[src/rtl/bcd_pkg.sv]
`default_nettype none
// ============================================================================
// Module      : bcd_pkg
// Description : Shared BCD definitions for the word subtractor datapath.
//               Holds the digit width, the largest legal digit value, the
//               controller state encoding and a digit-validity helper.
// Ports       : none (package)
// Revision    : 1.0 - initial release
// ============================================================================
package bcd_pkg;

  localparam int BCD_DIGIT_W = 4;
  localparam logic [BCD_DIGIT_W-1:0] BCD_MAX_DIGIT = 4'd9;

  typedef enum logic [1:0] {
    IDLE = 2'd0,
    SUB  = 2'd1,
    COMP = 2'd2,
    DONE = 2'd3
  } state_t;

  // A nibble is a legal BCD digit when it does not exceed 9.
  function automatic logic bcd_digit_valid(input logic [BCD_DIGIT_W-1:0] digit);
    return (digit <= BCD_MAX_DIGIT);
  endfunction

endpackage
`default_nettype wire

[src/rtl/bcd_word_subtractor_serial_if.sv]
`default_nettype none
// ============================================================================
// Module      : bcd_word_subtractor_serial_if
// Description : Request/result bundle of the digit-serial BCD subtractor.
// Ports       : start, A, B, Bin      - request (master -> slave)
//               D, Sign, Bout, Err,
//               busy, done            - result/status (slave -> master)
// Revision    : 1.0 - initial release
// ============================================================================
interface bcd_word_subtractor_serial_if
  import bcd_pkg::*;
#(
  parameter int DIGIT_NUM = 8
);

  logic                           start;
  logic [BCD_DIGIT_W*DIGIT_NUM-1:0] A;
  logic [BCD_DIGIT_W*DIGIT_NUM-1:0] B;
  logic                           Bin;
  logic [BCD_DIGIT_W*DIGIT_NUM-1:0] D;
  logic                           Sign;
  logic                           Bout;
  logic                           Err;
  logic                           busy;
  logic                           done;

  modport master (
    output start, A, B, Bin,
    input  D, Sign, Bout, Err, busy, done
  );

  modport slave (
    input  start, A, B, Bin,
    output D, Sign, Bout, Err, busy, done
  );

endinterface
`default_nettype wire

[src/rtl/bcd_digit_sub.sv]
`default_nettype none
// ============================================================================
// Module      : bcd_digit_sub
// Description : Combinational single-digit BCD subtractor, d = a - b - bin
//               with decimal borrow. Inputs are assumed to be legal digits.
// Ports       : a, b  - digit operands
//               bin   - borrow in
//               d     - result digit
//               bout  - borrow out
// Revision    : 1.0 - initial release
// ============================================================================
module bcd_digit_sub
  import bcd_pkg::*;
(
  input  logic [BCD_DIGIT_W-1:0] a,
  input  logic [BCD_DIGIT_W-1:0] b,
  input  logic                   bin,
  output logic [BCD_DIGIT_W-1:0] d,
  output logic                   bout
);

  // One extra bit catches the sign of the raw binary difference (-10..9).
  logic [BCD_DIGIT_W:0] w_diff;

  always_comb begin
    w_diff = {1'b0, a} - {1'b0, b} - {{BCD_DIGIT_W{1'b0}}, bin};
    bout   = w_diff[BCD_DIGIT_W];
    // Negative: low nibble holds t+16, adding 10 modulo 16 yields t+10.
    d      = bout ? (w_diff[BCD_DIGIT_W-1:0] + BCD_DIGIT_W'(10))
                  : w_diff[BCD_DIGIT_W-1:0];
  end

endmodule
`default_nettype wire

[src/rtl/bcd_word_subtractor_serial.sv]
`default_nettype none
// ============================================================================
// Module      : bcd_word_subtractor_serial
// Description : Digit-serial packed BCD word subtractor computing
//               A - B - Bin one digit per clock, LSB first. A negative raw
//               difference gets a second serial ten's-complement pass so the
//               result is returned as sign plus magnitude.
// Ports       : clk   - clock, rising edge
//               rst   - synchronous active-high reset
//               bus   - slave side of bcd_word_subtractor_serial_if
//                       (start/A/B/Bin in, D/Sign/Bout/Err/busy/done out)
// Revision    : 1.0 - initial release
// ============================================================================
module bcd_word_subtractor_serial
  import bcd_pkg::*;
#(
  parameter int DIGIT_NUM = 8
)
(
  input  logic clk,
  input  logic rst,
  bcd_word_subtractor_serial_if.slave bus
);

  localparam int c_word_w = BCD_DIGIT_W * DIGIT_NUM;
  localparam int c_idx_w  = (DIGIT_NUM > 1) ? $clog2(DIGIT_NUM) : 1;
  localparam logic [c_idx_w-1:0] c_last_idx = c_idx_w'(DIGIT_NUM - 1);

  state_t                   r_state;
  state_t                   w_state_nxt;
  logic [c_word_w-1:0]      r_a;
  logic [c_word_w-1:0]      r_b;
  logic [c_word_w-1:0]      r_d;
  logic [c_idx_w-1:0]       r_idx;
  logic                     r_borrow;
  logic                     r_sign;
  logic                     r_bout;
  logic                     r_err;

  logic [DIGIT_NUM-1:0]     w_digit_ok;
  logic                     w_in_valid;
  logic                     w_last;
  logic [BCD_DIGIT_W-1:0]   w_sub_a;
  logic [BCD_DIGIT_W-1:0]   w_sub_b;
  logic [BCD_DIGIT_W-1:0]   w_sub_d;
  logic                     w_sub_bout;

  // Operand check is done on the bus at the accepting edge, which is exactly
  // the value being latched, so the error decision costs no extra cycle.
  generate
    for (genvar gi = 0; gi < DIGIT_NUM; gi++) begin : g_chk
      assign w_digit_ok[gi] = bcd_digit_valid(bus.A[gi*BCD_DIGIT_W +: BCD_DIGIT_W]) &&
                              bcd_digit_valid(bus.B[gi*BCD_DIGIT_W +: BCD_DIGIT_W]);
    end
  endgenerate

  assign w_in_valid = &w_digit_ok;
  assign w_last     = (r_idx == c_last_idx);

  // One digit cell serves both passes: SUB takes (a_i, b_i), COMP (0, d_i).
  always_comb begin
    w_sub_a = '0;
    w_sub_b = r_d[int'(r_idx)*BCD_DIGIT_W +: BCD_DIGIT_W];
    if (r_state == SUB) begin
      w_sub_a = r_a[int'(r_idx)*BCD_DIGIT_W +: BCD_DIGIT_W];
      w_sub_b = r_b[int'(r_idx)*BCD_DIGIT_W +: BCD_DIGIT_W];
    end
  end

  bcd_digit_sub u_digit_sub (
    .a    (w_sub_a),
    .b    (w_sub_b),
    .bin  (r_borrow),
    .d    (w_sub_d),
    .bout (w_sub_bout)
  );

  always_ff @(posedge clk) begin
    if (rst) r_state <= IDLE;
    else     r_state <= w_state_nxt;
  end

  always_comb begin
    w_state_nxt = r_state;
    unique case (r_state)
      IDLE: if (bus.start) w_state_nxt = w_in_valid ? SUB : DONE;
      SUB:  if (w_last)    w_state_nxt = w_sub_bout ? COMP : DONE;
      COMP: if (w_last)    w_state_nxt = DONE;
      DONE:                w_state_nxt = IDLE;
      default:             w_state_nxt = IDLE;
    endcase
  end

  always_ff @(posedge clk) begin
    if (rst) begin
      r_a      <= '0;
      r_b      <= '0;
      r_d      <= '0;
      r_idx    <= '0;
      r_borrow <= 1'b0;
      r_sign   <= 1'b0;
      r_bout   <= 1'b0;
      r_err    <= 1'b0;
    end else begin
      unique case (r_state)
        IDLE: begin
          if (bus.start) begin
            r_a      <= bus.A;
            r_b      <= bus.B;
            r_d      <= '0;
            r_idx    <= '0;
            r_sign   <= 1'b0;
            r_bout   <= 1'b0;
            r_err    <= ~w_in_valid;
            r_borrow <= w_in_valid ? bus.Bin : 1'b0;
          end
        end
        SUB: begin
          r_d[int'(r_idx)*BCD_DIGIT_W +: BCD_DIGIT_W] <= w_sub_d;
          if (w_last) begin
            r_bout   <= w_sub_bout;
            r_sign   <= 1'b0;
            r_idx    <= '0;
            r_borrow <= 1'b0;
          end else begin
            r_idx    <= r_idx + 1'b1;
            r_borrow <= w_sub_bout;
          end
        end
        COMP: begin
          r_d[int'(r_idx)*BCD_DIGIT_W +: BCD_DIGIT_W] <= w_sub_d;
          if (w_last) begin
            r_sign   <= 1'b1;
            r_idx    <= '0;
            r_borrow <= 1'b0;
          end else begin
            r_idx    <= r_idx + 1'b1;
            r_borrow <= w_sub_bout;
          end
        end
        default: ;
      endcase
    end
  end

  assign bus.D    = r_d;
  assign bus.Sign = r_sign;
  assign bus.Bout = r_bout;
  assign bus.Err  = r_err;
  assign bus.busy = (r_state == SUB) || (r_state == COMP);
  assign bus.done = (r_state == DONE);

endmodule
`default_nettype wire
[src/flat_wrapper.sv]
// flat-port wrapper written by rule: the top's interface ports become plain ports
module bcd_word_subtractor_serial_flat import bcd_pkg::*;
#(
  parameter int DIGIT_NUM = 8
)
  (clk, rst, bus_start, bus_A, bus_B, bus_Bin, bus_D, bus_Sign, bus_Bout, bus_Err, bus_busy, bus_done);
  bcd_word_subtractor_serial_if #(.DIGIT_NUM(DIGIT_NUM)) bus_i ();
  input  logic clk;
  input  logic rst;
  input wire logic [$bits(bus_i.start)-1:0] bus_start;
  input wire logic [$bits(bus_i.A)-1:0] bus_A;
  input wire logic [$bits(bus_i.B)-1:0] bus_B;
  input wire logic [$bits(bus_i.Bin)-1:0] bus_Bin;
  output wire logic [$bits(bus_i.D)-1:0] bus_D;
  output wire logic [$bits(bus_i.Sign)-1:0] bus_Sign;
  output wire logic [$bits(bus_i.Bout)-1:0] bus_Bout;
  output wire logic [$bits(bus_i.Err)-1:0] bus_Err;
  output wire logic [$bits(bus_i.busy)-1:0] bus_busy;
  output wire logic [$bits(bus_i.done)-1:0] bus_done;
  assign bus_i.start = bus_start;
  assign bus_i.A = bus_A;
  assign bus_i.B = bus_B;
  assign bus_i.Bin = bus_Bin;
  assign bus_D = bus_i.D;
  assign bus_Sign = bus_i.Sign;
  assign bus_Bout = bus_i.Bout;
  assign bus_Err = bus_i.Err;
  assign bus_busy = bus_i.busy;
  assign bus_done = bus_i.done;
  bcd_word_subtractor_serial #(.DIGIT_NUM(DIGIT_NUM)) u_core (.clk(clk), .rst(rst), .bus(bus_i));
endmodule
[config.mk]
export PLATFORM = sky130hd
export DESIGN_NAME = bcd_word_subtractor_serial_flat
export DESIGN_NICKNAME = d
export VERILOG_FILES = /design/src/rtl/bcd_pkg.sv /design/src/rtl/bcd_word_subtractor_serial_if.sv /design/src/rtl/bcd_digit_sub.sv /design/src/rtl/bcd_word_subtractor_serial.sv /design/src/flat_wrapper.sv
export SDC_FILE = /design/constraint.sdc
export NUM_CORES = 1
export LEC_CHECK = 0
export CAP_MARGIN = 0
export CORE_ASPECT_RATIO = 1.5
export CORE_MARGIN = 2
export CORE_UTILIZATION = 45
export CTS_CLUSTER_SIZE = 40
export DETAILED_ROUTE_END_ITERATION = 7
export PLACE_DENSITY = 0.74
export SKIP_LAST_GASP = 1
export SLEW_MARGIN = 20
export SYNTH_ARGS = -nofsm -noshare
export SYNTH_HDL_FRONTEND = slang
export SYNTH_SLANG_ARGS = --single-unit
[constraint.sdc]
create_clock -name clk -period 4.12 [get_ports clk]
set_input_delay 0.412 -clock clk [delete_from_list [all_inputs] [get_ports clk]]
set_output_delay 0.412 -clock clk [all_outputs]
set_load 0.1 [all_outputs]
Word-level counts from Yosys, hierarchy flattened
Index checks and enable logic that the tools add are counted.

Flip-flop bits (word level): 105. Bits of input ports: 68. Output and inout bits: 37.

$add $sub $neg: 5. $lt $le $gt $ge: 16. Equal/unequal tests: 7. Shift-type cells: 5. Mux-type cells: 25. Bitwise gates (word level): 1. Reductions and logical operators: 20.

Operators with widths (count): 32-bit by 6-bit indexed part select with 4-bit output (3); 4-bit less-or-equal comparator, second input constant (16); 32-bit case mux with 2 select lines (1); 5-bit negator with 33-bit output (1); 4-bit by 33-bit variable shift with 32-bit output, first input constant (1); 4-bit by 33-bit indexed part select with 32-bit output (1); 32-bit bitwise mux (1); 32-bit 2-to-1 mux (1); 4-bit 2-to-1 mux (3); 1-bit logical AND (8); 1-bit 2-to-1 mux (8); 2-bit 2-to-1 mux (4); 2-bit case mux with 4 select lines (1); 8-bit AND reduction (1); 3-bit 2-to-1 mux (2); 3-bit case mux with 2 select lines (1); 3-bit AND reduction (2); 4-bit by 4-bit subtractor with 5-bit output (1); 5-bit by 1-bit subtractor with 5-bit output (1); 4-bit adder, second input constant (1); 2-bit equality test, second input constant (2); 2-bit by 1-bit != test with 1-bit output, second input constant (2); 1-bit case mux with 2 select lines (2); 2-bit AND reduction (2); 12 further kinds (13).

Depth between registers and ports, before layout
Word-level depth: 9. Gate-level depth with buffers: 17. Mapped depth without buffers: 14.

By module
From an unflattened synthesis, not the netlist that was laid out.

Cell total of the unflattened synthesis: 573. Area total of the unflattened synthesis: 5252.5 µm².

Modules (own cells, without submodules): bcd_word_subtractor_serial (instances 1, cells each 541, area each 4978.5 µm², seq. area each 2102.0 µm²); bcd_digit_sub (instances 1, cells each 32, area each 274.0 µm², seq. area each 0.0 µm²).

Worst setup path before layout
OpenSTA, ideal clock, no wires.

Path kind: reg2reg. Start: register u_core.r_state[1]. End: register u_core.r_d[23] (netlist: u_core.bus.D[23]). Library setup time: 0.119 ns. Arrival time: 4.069 ns. Required time: 4.001 ns. Path slack: -0.068 ns. Stages on the path, launching flop included: 16. Buffers on the path: 2. Clock period less this slack: 4.188 ns. Cells stage by stage: dfxtp_1 -> inv_1 -> ha_1 -> buf_2 -> buf_1 -> mux4_2 -> mux4_2 -> fa_1 -> inv_1 -> fa_1 -> ha_1 -> or3b_2 -> nand3_1 -> a22oi_2 -> xor2_2 -> a32o_1.

Word-level cells in the longest chain between the ends: 9. Elaborated cells on any way between the ends: 16. Classes of those cells: 3 x add/sub; 3 x eq/ne; 1 x shift; 5 x mux; 4 x reduce/logical.

Ends and longest elaborated chain: from (decl) (line bcd_word_subtractor_serial.sv:29) `state_t r_state;`; from (signal assigned) (line bcd_word_subtractor_serial.sv:80) `else r_state <= w_state_nxt;`; 2-bit by 1-bit equality test with 1-bit output (line bcd_word_subtractor_serial.sv:64, bcd_word_subtractor_serial.sv:105); 4-bit 2-to-1 mux (line bcd_word_subtractor_serial.sv:64) `if (r_state == SUB) begin`; 4-bit by 4-bit subtractor with 5-bit output (line bcd_digit_sub.sv:26) `w_diff = {1'b0, a} - {1'b0, b} - {{BCD_DIGIT_W{1'b0}}, bin};`; 5-bit by 1-bit subtractor with 5-bit output (line bcd_digit_sub.sv:26); 4-bit adder (line bcd_digit_sub.sv:29) `d = bout ? (w_diff[BCD_DIGIT_W-1:0] + BCD_DIGIT_W'(10))`; 4-bit 2-to-1 mux (line bcd_digit_sub.sv:29); 4-bit by 33-bit indexed part select with 32-bit output (line bcd_word_subtractor_serial.sv:119, bcd_word_subtractor_serial.sv:131); 32-bit bitwise mux (line bcd_word_subtractor_serial.sv:119, bcd_word_subtractor_serial.sv:131); 32-bit case mux with 2 select lines (line bcd_word_subtractor_serial.sv:105) `unique case (r_state)`; to (signal, indexed assignment) (line bcd_word_subtractor_serial.sv:119) `r_d[int'(r_idx)*BCD_DIGIT_W +: BCD_DIGIT_W] <= w_sub_d;`; to (signal, indexed assignment) (line bcd_word_subtractor_serial.sv:131) `r_d[int'(r_idx)*BCD_DIGIT_W +: BCD_DIGIT_W] <= w_sub_d;`; to (decl) (line bcd_word_subtractor_serial.sv:33) `logic [c_word_w-1:0] r_d;`.

Parallel ways exist; a longest one is shown, timed or not. A chain may end at the register's enable or synchronous reset.

Worst setup path in the final report
Start: register u_core.r_idx[0]. End: register u_core.r_d[7] (netlist: u_core.bus.D[7]).

Word-level cells in the longest chain between the ends: 9. Elaborated cells on any way between the ends: 14. Classes of those cells: 4 x add/sub; 5 x shift; 5 x mux.

Ends and longest elaborated chain: from (decl) (line bcd_word_subtractor_serial.sv:34) `logic [c_idx_w-1:0] r_idx;`; from (signal assigned) (line bcd_word_subtractor_serial.sv:126) `r_idx <= r_idx + 1'b1;`; from (signal assigned) (line bcd_word_subtractor_serial.sv:137) `r_idx <= r_idx + 1'b1;`; 32-bit by 6-bit indexed part select with 4-bit output, on equally long branches (line bcd_word_subtractor_serial.sv:65, bcd_word_subtractor_serial.sv:63, bcd_word_subtractor_serial.sv:66); 4-bit 2-to-1 mux (line bcd_word_subtractor_serial.sv:64); 4-bit by 4-bit subtractor with 5-bit output (line bcd_digit_sub.sv:26); 5-bit by 1-bit subtractor with 5-bit output (line bcd_digit_sub.sv:26); 4-bit adder (line bcd_digit_sub.sv:29); 4-bit 2-to-1 mux (line bcd_digit_sub.sv:29); 4-bit by 33-bit indexed part select with 32-bit output (line bcd_word_subtractor_serial.sv:119, bcd_word_subtractor_serial.sv:131); 32-bit bitwise mux (*) (line bcd_word_subtractor_serial.sv:119, bcd_word_subtractor_serial.sv:131); 32-bit case mux with 2 select lines (*) (line bcd_word_subtractor_serial.sv:105).

Mark *: on every way between the ends. The rest lies on a longest branch, timed or not.

==> reports/metrics.yaml <==
antenna_found_initial: 0
grt_max_degree: 74
drc: 0
timing.critical_path.to_type: "flip-flop"
synthDistinctLibCells: 60
design.die.area_um2: 12600
synth_simple_gate_area_share_pct: 19.6
gr-usage-all-layers_pct: 24.8
synth_edf_count: 0
cts_buffer_depth: 2
timing_max_transition_violations_final: 0
num_vias: 4828
sequential_area_um2: 2100
multiplexer_share_of_the_synthesized_area_pct: 12.6
yosysWarnings: 0
clock-root-buffer: "sky130_fd_sc_hd__clkbuf_16"
ff2ff_setup_slack_ns: 0.15
worst_hold_path_type: "in2reg"
cpLargestDelayFamily: "adder cells"
dp.cells: 834
fin_nets: 782
die-width_um: 92.5
starting_density_of_the_core_pct: 46.1
power.ir.vdd_worst_mv: 0.268
leakage_power_nw: 2.45
fin_crit_ns: 3.97
yosys_register_bits: 105
crit_path_max_fanout: 8
critPathLaunchType: "flip-flop"
area.growth.synth_to_final_pct: 28.3
holdBufCountCts: 0
layout.cells.most_common_list: "sky130_fd_sc_hd__nand2_1 (156), sky130_fd_sc_hd__dfxtp_1 (104), sky130_fd_sc_hd__clkdlybuf4s50_1 (103)"
route.detailed.vias_per_inst: 5.68
timing.critical_path.cells: "mux4_1 > mux4_2 > fa_1 > inv_1 > fa_1 > ha_1 > or3b_2 > nand3_1 > a22oi_2 > xor2_4 > a32o_1"
detailed_place.area_um2: 6440
later_pin_clock_latency_in_the_skew_report_ns: 0.35
post_route_cells_drive_above_1_share_pct: 9.86
antenna_violating_nets_post_route: 0
wire_per_inst_um: 18.3
fmax_mhz: 252
slew-limit-headroom_pct: 34.1
port-buffer-count: 104
final.period_utilization_pct: 96.4
grt_overflow: 0
wl_mm: 15.5
number_of_standard_cells_after_synthesis: 604
post_detailed_placement_half_perimeter_wirelength_mm: 11.7
grt_pass1_vias: 4576
coreArea_um2: 11500
yosys.area_share.xor_xnor_pct: 0.805
syn-num-nets: 690
cts-buffers-inserted: 9
hold_viol: 0
result_of_the_run: "finished clean"
grt_first_pass_wirelength_mm: 24.0
timing.max_cap.violations: 0
cpMostUsedCell: "sky130_fd_sc_hd__fa_1"
worst-endpoint-required_ns: 4.36
synth_area_um2: 5290
final_common_cell: "sky130_fd_sc_hd__nand2_1"
setup_ws_ns: 0.148
cts.sinks: 105
n_antenna_cell: 0
synth_top_family_by_area: "simple AND/OR/NAND/NOR gates"
postLayoutCoreUtil_pct: 59.1
crit_arrival_ns: 4.21
drtIter0Drc: 278
ys_seq_area_share_pct: 39.8
htreeDepth: 3
globalplace.congestion: 0.876
postSynth.topFlopCell: "sky130_fd_sc_hd__dfxtp_1"
tritoncts: "built"
layoutNonFillerInstCount: 850
power-per-cell-area_nw_per_um2: 648
syn_avg_cell_area_um2: 8.75
adder_cell_share_of_the_synthesized_area_pct: 4.54
final-setup-viol-count: 0
finalClockSkew_ns: 0.00935
asyncSetResetFlopFracSynth_pct: 0
timing_worst_slew_pin_value_ns: 0.986
drt_pass1_iterations: 5
timing.setup.critical_path_class: "reg2reg"
crit_path_top_delay_cell: "sky130_fd_sc_hd__mux4_1"
final_cell_area_um2: 6780
floorplan.rows: 48
synth_compound_area_share_pct: 17.7
cts.clk_slew.worst_paths_ns: 0.07
crit_buf_inv: 1
fillerInstances: 1006
timing.critical_path.slowest_cell_delay_ns: 0.58
io-pin-count: 105
dp_slack_ns: -0.0763
die-height_um: 137
setup_total_negative_slack_ns: 0
footprint_of_the_multi_input_gates_um2: 2950
grt_setup_unrepaired: "no"
==> kinds of logic (layout without fill, tap and decap cells) <==
| family | Yosys count | count (layout) |
|---|---|---|
| xor+xnor | 4 | 4 |
| buf+inv | 60 | 156 |
| mux | 32 | 32 |
| flops | 105 | 105 |
| simple gates | 235 | 235 |
| compound gates | 150 | 150 |
| fa+ha+maj | 18 | 18 |
==> worst paths after layout <==
kind	startpoint	end	cells after the start
max	u_core.r_idx[0]	u_core.bus.D[7]	11
min	rst	u_core.bus.D[8]	2
max reg2reg	u_core.r_idx[0]	u_core.bus.D[7]	11
min reg2reg	u_core.r_a[27]	u_core.r_a[27]	2
==> per-layer routing <==
metal  routed length (um)  track usage, %
met1                 6070            29.0
met2                 8160            45.0
met3                  836            3.41
met4                  471            10.4
met5                    0               0
==> synth_stat cells (2+ instances only) <==
cell	n	area (um^2)
sky130_fd_sc_hd__a311oi_1	2	17.5
sky130_fd_sc_hd__ha_1	16	200
sky130_fd_sc_hd__nand2b_1	6	37.5
sky130_fd_sc_hd__fa_1	2	40.0
sky130_fd_sc_hd__a31o_2	2	17.5
sky130_fd_sc_hd__a31oi_1	2	12.5
sky130_fd_sc_hd__nand4_1	6	37.5
sky130_fd_sc_hd__a21oi_1	79	395
sky130_fd_sc_hd__nor2_1	28	105
sky130_fd_sc_hd__o2bb2ai_1	14	123
sky130_fd_sc_hd__nand2_1	157	589
sky130_fd_sc_hd__a2111oi_0	2	17.5
sky130_fd_sc_hd__mux2i_1	6	60.1
sky130_fd_sc_hd__a32o_1	4	40.0
sky130_fd_sc_hd__a32oi_1	2	17.5
sky130_fd_sc_hd__mux4_2	21	473
sky130_fd_sc_hd__buf_1	6	22.5
sky130_fd_sc_hd__a211oi_1	2	15.0
sky130_fd_sc_hd__and3_1	2	12.5
sky130_fd_sc_hd__inv_1	19	71.3
sky130_fd_sc_hd__buf_2	11	55.1
sky130_fd_sc_hd__o21ai_0	23	115
sky130_fd_sc_hd__nor2b_1	2	12.5
sky130_fd_sc_hd__nand3b_1	3	22.5
sky130_fd_sc_hd__o21bai_1	2	15.0
sky130_fd_sc_hd__a2bb2oi_1	3	26.3
sky130_fd_sc_hd__xor2_1	2	17.5
sky130_fd_sc_hd__mux4_1	5	131
sky130_fd_sc_hd__clkbuf_1	20	75.1
sky130_fd_sc_hd__a22o_1	4	35.0
sky130_fd_sc_hd__nor4_1	2	12.5
sky130_fd_sc_hd__nand4b_1	2	17.5
sky130_fd_sc_hd__or3_1	3	18.8
sky130_fd_sc_hd__nand3_1	10	50.1
sky130_fd_sc_hd__nor3_1	5	25.0
sky130_fd_sc_hd__dfxtp_1	105	2100
==> state kept, by name, indices dropped and copies added (netlist names) <==
signal           count
u_core.bus.Bout      1
u_core.bus.D        32
u_core.bus.Err       1
u_core.bus.Sign      1
u_core.r_a          32
u_core.r_b          32
u_core.r_borrow      1
u_core.r_idx         3
u_core.r_state       2
==> power by group <==
part / internal [mW] / leakage, nW / switching, mW
combinational: 0.839 / 1.45 / 1.41
sequential: 1.15 / 0.856 / 0.102
clock: 0.503 / 0.148 / 0.385
total: 2.50 / 2.45 / 1.90
==> final cells by class <==
type / instances / share of cell area, %
Clock buffer: 11 / 3.73
Clock inverter: 4 / 0.756
Inverter: 20 / 1.11
Multi-Input combinational cell: 439 / 43.5
Sequential cell: 105 / 31.0
Tap cell: 150 / 2.77
Timing Repair Buffer: 121 / 17.1
==> per-stage QoR <==
| stage | hold slack, ns | power, mW |
|---|---|---|
| 6_report | 0.440 | 4.39 |
| 5_1_grt | 0.461 | 4.62 |
| 4_1_cts | 0.434 | 4.33 |
| 3_5_place_dp | 0.448 | 3.44 |
| 3_3_place_gp | 0.442 | 3.39 |
| 2_1_floorplan | 0.432 | 2.87 |
==> timing repair <==
action	4_1_cts	5_1_grt
pin swaps	0	1
buffers inserted	0	1
resized for setup	1	2
hold endpoints to repair	0	0
cloned	0	0
endpoints found under the setup margin	8	9
Note: power is estimated with default switching activity, not from simulation.
